## src/rtl/uart_frame_parser_pkg.sv

```systemverilog
// ---------------------------------------------------------------------------
// uart_frame_pkg
// Shared types for the UART frame parser slice.
//   frame_state_t : parser FSM states
//   frame_err_t   : 3-bit error code reported on error_code
//   DEFAULT_SOF   : default start-of-frame byte
// ---------------------------------------------------------------------------
package uart_frame_pkg;

    typedef enum logic [2:0] {
        IDLE    = 3'd0,
        LEN     = 3'd1,
        PAYLOAD = 3'd2,
        CHECK   = 3'd3,
        DONE    = 3'd4
    } frame_state_t;

    typedef enum logic [2:0] {
        ERR_NONE     = 3'd0,
        ERR_BAD_CSUM = 3'd1,
        ERR_BAD_LEN  = 3'd2,
        ERR_TIMEOUT  = 3'd3,
        ERR_RX       = 3'd4,
        ERR_OVERRUN  = 3'd5
    } frame_err_t;

    localparam logic [7:0] DEFAULT_SOF = 8'hA5;

endpackage

```

## src/rtl/uart_frame_parser_if.sv

```systemverilog
// ---------------------------------------------------------------------------
// uart_frame_parser_if
// Byte stream from the UART receiver plus the frame valid/ready output side.
//   message, isNew, isValid : received byte, new-byte pulse, byte qualifier
//   frame_valid/frame_ready : frame handshake
//   frame_len, payload      : presented frame (byte i at payload[8i+7:8i])
//   error, error_code       : one-cycle error pulse and sticky code
// master: byte source / frame consumer.  slave: the parser.
// ---------------------------------------------------------------------------
interface uart_frame_parser_if #(
    parameter int MAX_LEN = 8
);
    localparam int LEN_W = $clog2(MAX_LEN + 1);

    logic [7:0]           message;
    logic                 isNew;
    logic                 isValid;
    logic                 frame_valid;
    logic                 frame_ready;
    logic [LEN_W-1:0]     frame_len;
    logic [8*MAX_LEN-1:0] payload;
    logic                 error;
    logic [2:0]           error_code;

    modport master (
        output message, isNew, isValid, frame_ready,
        input  frame_valid, frame_len, payload, error, error_code
    );

    modport slave (
        input  message, isNew, isValid, frame_ready,
        output frame_valid, frame_len, payload, error, error_code
    );

endinterface

```

## src/rtl/uart_frame_parser_gap_timer.sv

```systemverilog
// ---------------------------------------------------------------------------
// gap_timer
// Inter-byte gap watchdog.
//   clock, reset : clock, synchronous active-low reset
//   clear        : a byte arrived this cycle
//   enable       : a frame is in progress
//   expired      : this is the TIMEOUT-th consecutive idle cycle
// The counter holds the number of the current idle cycle (1-based) and
// saturates at TIMEOUT.
// ---------------------------------------------------------------------------
module gap_timer #(
    parameter int TIMEOUT = 1024
) (
    input  logic clock,
    input  logic reset,
    input  logic clear,
    input  logic enable,
    output logic expired
);
    localparam int              CNT_W = $clog2(TIMEOUT + 1);
    localparam logic [CNT_W-1:0] LIMIT = CNT_W'(TIMEOUT);
    localparam logic [CNT_W-1:0] FIRST = CNT_W'(1);

    logic [CNT_W-1:0] count;

    // NOTE: sequential state is written with non-blocking assignments only,
    // so every register samples the values from before the clock edge.
    always_ff @(posedge clock) begin
        if (!reset) begin
            count <= '0;
        end else if (clear || !enable) begin
            // The cycle after a byte is idle cycle number 1.
            count <= FIRST;
        end else if (count != LIMIT) begin
            count <= count + 1'b1;
        end
    end

    assign expired = enable && (count == LIMIT);

endmodule

```

## src/rtl/uart_frame_parser.sv

```systemverilog
// ---------------------------------------------------------------------------
// uart_frame_parser
// Assembles receiver bytes into SOF / length / payload / checksum frames and
// presents verified frames under a valid/ready handshake.
//   clock, reset : clock, synchronous active-low reset
//   bus          : uart_frame_parser_if.slave (byte input, frame output,
//                  error pulse and code)
// Checksum is (length + sum of payload bytes) mod 256.
// ---------------------------------------------------------------------------
module uart_frame_parser
    import uart_frame_pkg::*;
#(
    parameter int         MAX_LEN = 8,
    parameter logic [7:0] SOF     = DEFAULT_SOF,
    parameter int         TIMEOUT = 1024
) (
    input  logic                  clock,
    input  logic                  reset,
    uart_frame_parser_if.slave    bus
);
    localparam int         LEN_W     = $clog2(MAX_LEN + 1);
    localparam logic [7:0] MAX_LEN_B = 8'(MAX_LEN);

    frame_state_t          state;
    logic [LEN_W-1:0]      len_q;
    logic [LEN_W-1:0]      idx_q;
    logic [7:0]            sum_q;
    logic                  frame_valid_q;
    logic [8*MAX_LEN-1:0]  payload_q;
    logic                  error_q;
    frame_err_t            code_q;

    logic                  timer_on;
    logic                  gap_expired;
    frame_err_t            abort_code;

    assign timer_on = (state == LEN) || (state == PAYLOAD) || (state == CHECK);

    gap_timer #(
        .TIMEOUT (TIMEOUT)
    ) u_gap_timer (
        .clock   (clock),
        .reset   (reset),
        .clear   (bus.isNew),
        .enable  (timer_on),
        .expired (gap_expired)
    );

    // Reasons to abandon a frame in progress. A byte arriving in the expiry
    // cycle takes precedence over the timeout.
    // NOTE: abort_code gets a default before any branch so no latch is
    // inferred for the paths that leave it untouched.
    always_comb begin
        abort_code = ERR_NONE;
        if (timer_on) begin
            if (bus.isNew) begin
                if (!bus.isValid) begin
                    abort_code = ERR_RX;
                end else if (state == LEN &&
                             (bus.message == 8'd0 || bus.message > MAX_LEN_B)) begin
                    abort_code = ERR_BAD_LEN;
                end else if (state == CHECK && bus.message != sum_q) begin
                    abort_code = ERR_BAD_CSUM;
                end
            end else if (gap_expired) begin
                abort_code = ERR_TIMEOUT;
            end
        end
    end

    // NOTE: payload is an output register with a defined reset value, so it
    // is cleared along with the control state rather than left unreset.
    always_ff @(posedge clock) begin
        if (!reset) begin
            state         <= IDLE;
            len_q         <= '0;
            idx_q         <= '0;
            sum_q         <= '0;
            frame_valid_q <= 1'b0;
            payload_q     <= '0;
            error_q       <= 1'b0;
            code_q        <= ERR_NONE;
        end else begin
            error_q <= 1'b0;
            if (abort_code != ERR_NONE) begin
                error_q <= 1'b1;
                code_q  <= abort_code;
                state   <= IDLE;
            end else begin
                unique case (state)
                    IDLE: begin
                        if (bus.isNew && bus.isValid && bus.message == SOF) begin
                            state <= LEN;
                        end
                    end
                    LEN: begin
                        if (bus.isNew) begin
                            len_q     <= bus.message[LEN_W-1:0];
                            sum_q     <= bus.message;
                            idx_q     <= '0;
                            payload_q <= '0;
                            state     <= PAYLOAD;
                        end
                    end
                    PAYLOAD: begin
                        if (bus.isNew) begin
                            payload_q[8*idx_q +: 8] <= bus.message;
                            sum_q                   <= sum_q + bus.message;
                            idx_q                   <= idx_q + 1'b1;
                            if (idx_q == len_q - 1'b1) begin
                                state <= CHECK;
                            end
                        end
                    end
                    CHECK: begin
                        if (bus.isNew) begin
                            frame_valid_q <= 1'b1;
                            state         <= DONE;
                        end
                    end
                    DONE: begin
                        // Bytes arriving while a frame is held are dropped,
                        // including in the handshake cycle.
                        if (bus.isNew) begin
                            error_q <= 1'b1;
                            code_q  <= ERR_OVERRUN;
                        end
                        if (bus.frame_ready) begin
                            frame_valid_q <= 1'b0;
                            state         <= IDLE;
                        end
                    end
                    default: state <= IDLE;
                endcase
            end
        end
    end

    assign bus.frame_valid = frame_valid_q;
    assign bus.frame_len   = len_q;
    assign bus.payload     = payload_q;
    assign bus.error       = error_q;
    assign bus.error_code  = code_q;

endmodule

```

## src/flat_wrapper.sv

```systemverilog
// flat-port wrapper written by rule: the top's interface ports become plain ports
module uart_frame_parser_flat import uart_frame_pkg::*;
#(
    parameter int         MAX_LEN = 8,
    parameter logic [7:0] SOF     = DEFAULT_SOF,
    parameter int         TIMEOUT = 1024
)
  (clock, reset, bus_message, bus_isNew, bus_isValid, bus_frame_ready, bus_frame_valid, bus_frame_len, bus_payload, bus_error, bus_error_code);
  uart_frame_parser_if #(.MAX_LEN(MAX_LEN)) bus_i ();
  input  logic clock;
  input  logic reset;
  input wire logic [$bits(bus_i.message)-1:0] bus_message;
  input wire logic [$bits(bus_i.isNew)-1:0] bus_isNew;
  input wire logic [$bits(bus_i.isValid)-1:0] bus_isValid;
  input wire logic [$bits(bus_i.frame_ready)-1:0] bus_frame_ready;
  output wire logic [$bits(bus_i.frame_valid)-1:0] bus_frame_valid;
  output wire logic [$bits(bus_i.frame_len)-1:0] bus_frame_len;
  output wire logic [$bits(bus_i.payload)-1:0] bus_payload;
  output wire logic [$bits(bus_i.error)-1:0] bus_error;
  output wire logic [$bits(bus_i.error_code)-1:0] bus_error_code;
  assign bus_i.message = bus_message;
  assign bus_i.isNew = bus_isNew;
  assign bus_i.isValid = bus_isValid;
  assign bus_i.frame_ready = bus_frame_ready;
  assign bus_frame_valid = bus_i.frame_valid;
  assign bus_frame_len = bus_i.frame_len;
  assign bus_payload = bus_i.payload;
  assign bus_error = bus_i.error;
  assign bus_error_code = bus_i.error_code;
  uart_frame_parser #(.MAX_LEN(MAX_LEN), .SOF(SOF), .TIMEOUT(TIMEOUT)) u_core (.clock(clock), .reset(reset), .bus(bus_i));
endmodule
```

## config.mk

```make
export PLATFORM = sky130hd
export DESIGN_NAME = uart_frame_parser_flat
export DESIGN_NICKNAME = d
export VERILOG_FILES = /design/src/rtl/uart_frame_parser_pkg.sv /design/src/rtl/uart_frame_parser_if.sv /design/src/rtl/uart_frame_parser_gap_timer.sv /design/src/rtl/uart_frame_parser.sv /design/src/flat_wrapper.sv
export SDC_FILE = /design/constraint.sdc
export NUM_CORES = 1
export LEC_CHECK = 0
export ABC_CLOCK_PERIOD_IN_PS = 7800
export BUFFER_PORTS_ARGS = -buffer_cell sky130_fd_sc_hd__clkbuf_2
export CAP_MARGIN = 20
export CORE_MARGIN = 5
export CORE_UTILIZATION = 25
export CTS_CLUSTER_DIAMETER = 60
export DETAILED_ROUTE_END_ITERATION = 8
export GPL_TIMING_DRIVEN = 0
export PLACE_DENSITY_LB_ADDON = 0.12
export SKIP_LAST_GASP = 1
export SLEW_MARGIN = 20
export SYNTH_ARGS = -nofsm -noshare
export SYNTH_HDL_FRONTEND = slang
export SYNTH_SLANG_ARGS = --single-unit
```

## constraint.sdc

```tcl
create_clock -name clock -period 7.8 [get_ports clock]
set_input_delay 0.78 -clock clock [delete_from_list [all_inputs] [get_ports clock]]
set_output_delay 0.78 -clock clock [all_outputs]
set_load 0.1 [all_outputs]
```

==> qor.txt <==
Run status = complete, no violations
RSZ-0062 raised after global routing = no
Critical path launch point = u_core.idx_q[0]
Post-cts repair resize count = 0
Synth Register Bits = 99
Synthesized area per cell = 8.94 um2
Core Area = 17,800 um2
DRT iter0 DRCs = 163
Slew Viols, Final = 0
Main combinational cell family by area after synthesis = simple AND/OR/NAND/NOR gates
Worst setup SP type = flop
FF-to-FF Start = u_core.idx_q[0]
Final nets = 629
Worst Setup EP = u_core.bus.payload[32]
Async SR Flop Fraction = 0%
Synth cell types = 60
Hold WC Path Type = flop to flop
Crit path arrival time = 3.53 ns
Syn-to-layout area delta = 23.5%
Met3 Track Usage GR = 3.87%
Io pins = 86
Busiest grt layer = met2
Largest net degree at the start of global routing = 20
Post-Synth XOR/XNOR Area = 4.29%
Synth Instances = 503
Synth top area share = 44.1%
Tmin final = 3.28 ns
Hold Buf Count CTS = 0
Cell Area, Synth = 4490 um2
Final Hold Viols = 0
Vias in the first global route = 3,962
Period utilization = 42.1%
Die area = 20,800 um2
Maximum VDD drop = 0.000153 V
Root Driver = clkbuf_16
Share of cells above drive strength 1 = 20.0%
Worst-path clk slew = 0.07 ns
Worst skew pair latency = 0.35 ns
Max FO, Critical Path = 10
Initial Utilization = 25.2%
Largest area contributor in the netlist = dfxtp_1
GR Util met2 = 21.8%
Compound-Gate Fraction of Synth Area = 20.5%
Cell Rows = 49
CTS tree = built
Total clock buffers created by CTS = 9
Pre-antenna DRT Iters = 4
Sequential share of the synthesized area = 44.1%
CP Capture Type = flop
Post-synthesis mux area share = 0.445%
H-tree depth = 3
Initial antenna violation count = 0
TNS Setup = 0 ns
Reg2reg setup slack = 4.52 ns
Routed len/inst = 17.2 um
# DRC = 0
Chip height = 144 um
Post-synthesis simple-gate area fraction = 22.3%
Routing usage on met1 = 19.9%
Mapped Nets = 533
Ys flop type = dfxtp_1
Skew final = 0.00702 ns
Total number of vias = 4,012
Synth Warn # = 0
Final Power = 1.07 mW
Vias/cell = 4.82
Worst-margin pin slew = 0.788 ns
Number of flops mapped to enable cells by yosys = 0
Pwr dens = 192 nW/um2
Port bufs = 85
R2R Path End = u_core.bus.payload[32]
WS Path Type = flop to flop
Fillers = 1,904
Routability cong. = 0.855
Relative slew slack = 47.3%
Reg2Reg Depth = 9
Setup violations, final = 0
DIE WIDTH = 144 um
Top cells by area, synth = dfxtp_1 44%, nand2_1 6.6%, o2bb2ai_1 5.5%, ha_1 4.5%, o21ai_0 4.1%
Leak Pwr = 2.18 nW
Routed WL = 14.3 mm
Adder-Cell Fraction of Synth Area = 4.90%
Highest clock rate = 304 MHz
Diode count = 0
First-pass GRT wire length = 22.8 mm
GR Util All Layers = 14.3%
WP data required = 8.05 ns
Postcts setup bufs = 0
Total gr overflow = 0
Sink Count = 99
Max Root-Sink Buffers = 2
Max Cap Violations = 0
Hpwl dp = 10.8 mm
Routed Antenna Nets = 0
[metal layers]
layer  share of wire [%]  up-vias
met1                  48     1914
met5                   0        -
met2                  45       90
li1                    -     1996
met3                 5.9       12
met4                 1.7        0
[cells by family (layout without fill, tap and decap cells)]
group                      after synthesis  after routing
and+or+nand+nor                        197            197
AOI/OAI and AO/OA                      128            128
DFF                                     99             99
buffers and inverters                   38            139
xor gates and xnor gates                22             22
adders and majority gates               17             17
muxes                                    2              2
[cell usage in the layout (no fill, tap or decap), types with 16 or more instances in the layout]
| cell type | n |
|---|---|
| dfxtp_1 | 99 |
| clkbuf_2 | 85 |
| nand2_1 | 79 |
| o21ai_0 | 37 |
| nor2_1 | 33 |
| o2bb2ai_1 | 28 |
| inv_1 | 19 |
| nand3_1 | 17 |
| ha_1 | 16 |
[registers in the layout (all words and copies together) (netlist names)]
register / flops
u_core.sum_q: 8
u_core.bus.frame_valid: 1
u_core.bus.error_code: 3
u_core.bus.frame_len: 4
u_core.bus.error: 1
u_core.idx_q: 4
u_core.state: 3
u_core.u_gap_timer.count: 11
u_core.bus.payload: 64
[metrics by stage]
step / util [%] / cell area (um2) / setup WS [ns] / cells / hold WS (ns)
final: 31.1 / 5550 / 4.52 / 833 / 0.455
after floorplan: - / 4490 / 4.96 / 503 / 0.471
after CTS: 31.1 / 5550 / 4.50 / 833 / 0.461
after global routing: 31.1 / 5550 / 4.34 / 833 / 0.486
after detailed placement: 29.2 / 5210 / 4.52 / 817 / 0.443
after global placement: 29.2 / 5210 / 4.55 / 817 / 0.434
[report_power, final]
group | leakage, nW | switching [mW] | internal [mW]
Sequential | 0.797 | 0.000467 | 0.505
Clock | 0.168 | 0.221 | 0.291
Combinational | 1.22 | 0.0380 | 0.0120
[synthesized netlist by cell type (all sizes together) (5+ instances only)]
cell and n:
nand2 80, dfxtp 99, xnor2 13, a21oi 14
nand4b 5, o21a 7, a22o 11, xor2 9
o211ai 5, nor3b 8, nor3 14, nand3 17
o21ai 37, inv 20, clkbuf 13, o2bb2ai 28
buf 5, and2 6, nor2 33, nand2b 5
ha 16
[how the worst min path moves through the flow]
stage,startpoint,endpoint,slack [ns],cells past startpoint
2_1_floorplan,u_core.u_gap_timer.count[10],u_core.u_gap_timer.count[10],0.47,2
3_3_place_gp,u_core.bus.payload[46],u_core.bus.payload[46],0.43,2
3_5_place_dp,u_core.bus.payload[59],u_core.bus.payload[59],0.44,2
4_1_cts,u_core.bus.payload[59],u_core.bus.payload[59],0.46,2
5_1_grt,u_core.bus.payload[13],u_core.bus.payload[13],0.49,1
6_report,u_core.bus.payload[59],u_core.bus.payload[59],0.46,2
[worst max-delay path, cell delays in order, from the launching register on]
cell      delay, ns
dfxtp_1        0.43
clkbuf_1       0.41
inv_1          0.18
ha_1           0.39
or4b_1         0.52
or4b_1         0.53
a21boi_1       0.23
nand2b_1       0.15
a21oi_2        0.12
a32o_1         0.22
[layout make-up]
cell class              instances  area, um2  area share (%)
plain buffers                  18       80.1            1.44
inverters                      20       75.1            1.35
well taps                     229        287            5.16
repair buffers                 85        425            7.66
multi-input cells             366       2360            42.5
clock buffers                   9        225            4.06
clock inverters                 7        119            2.14
flip-flops and latches         99       1980            35.7
Note: power is estimated with default switching activity, not from simulation.
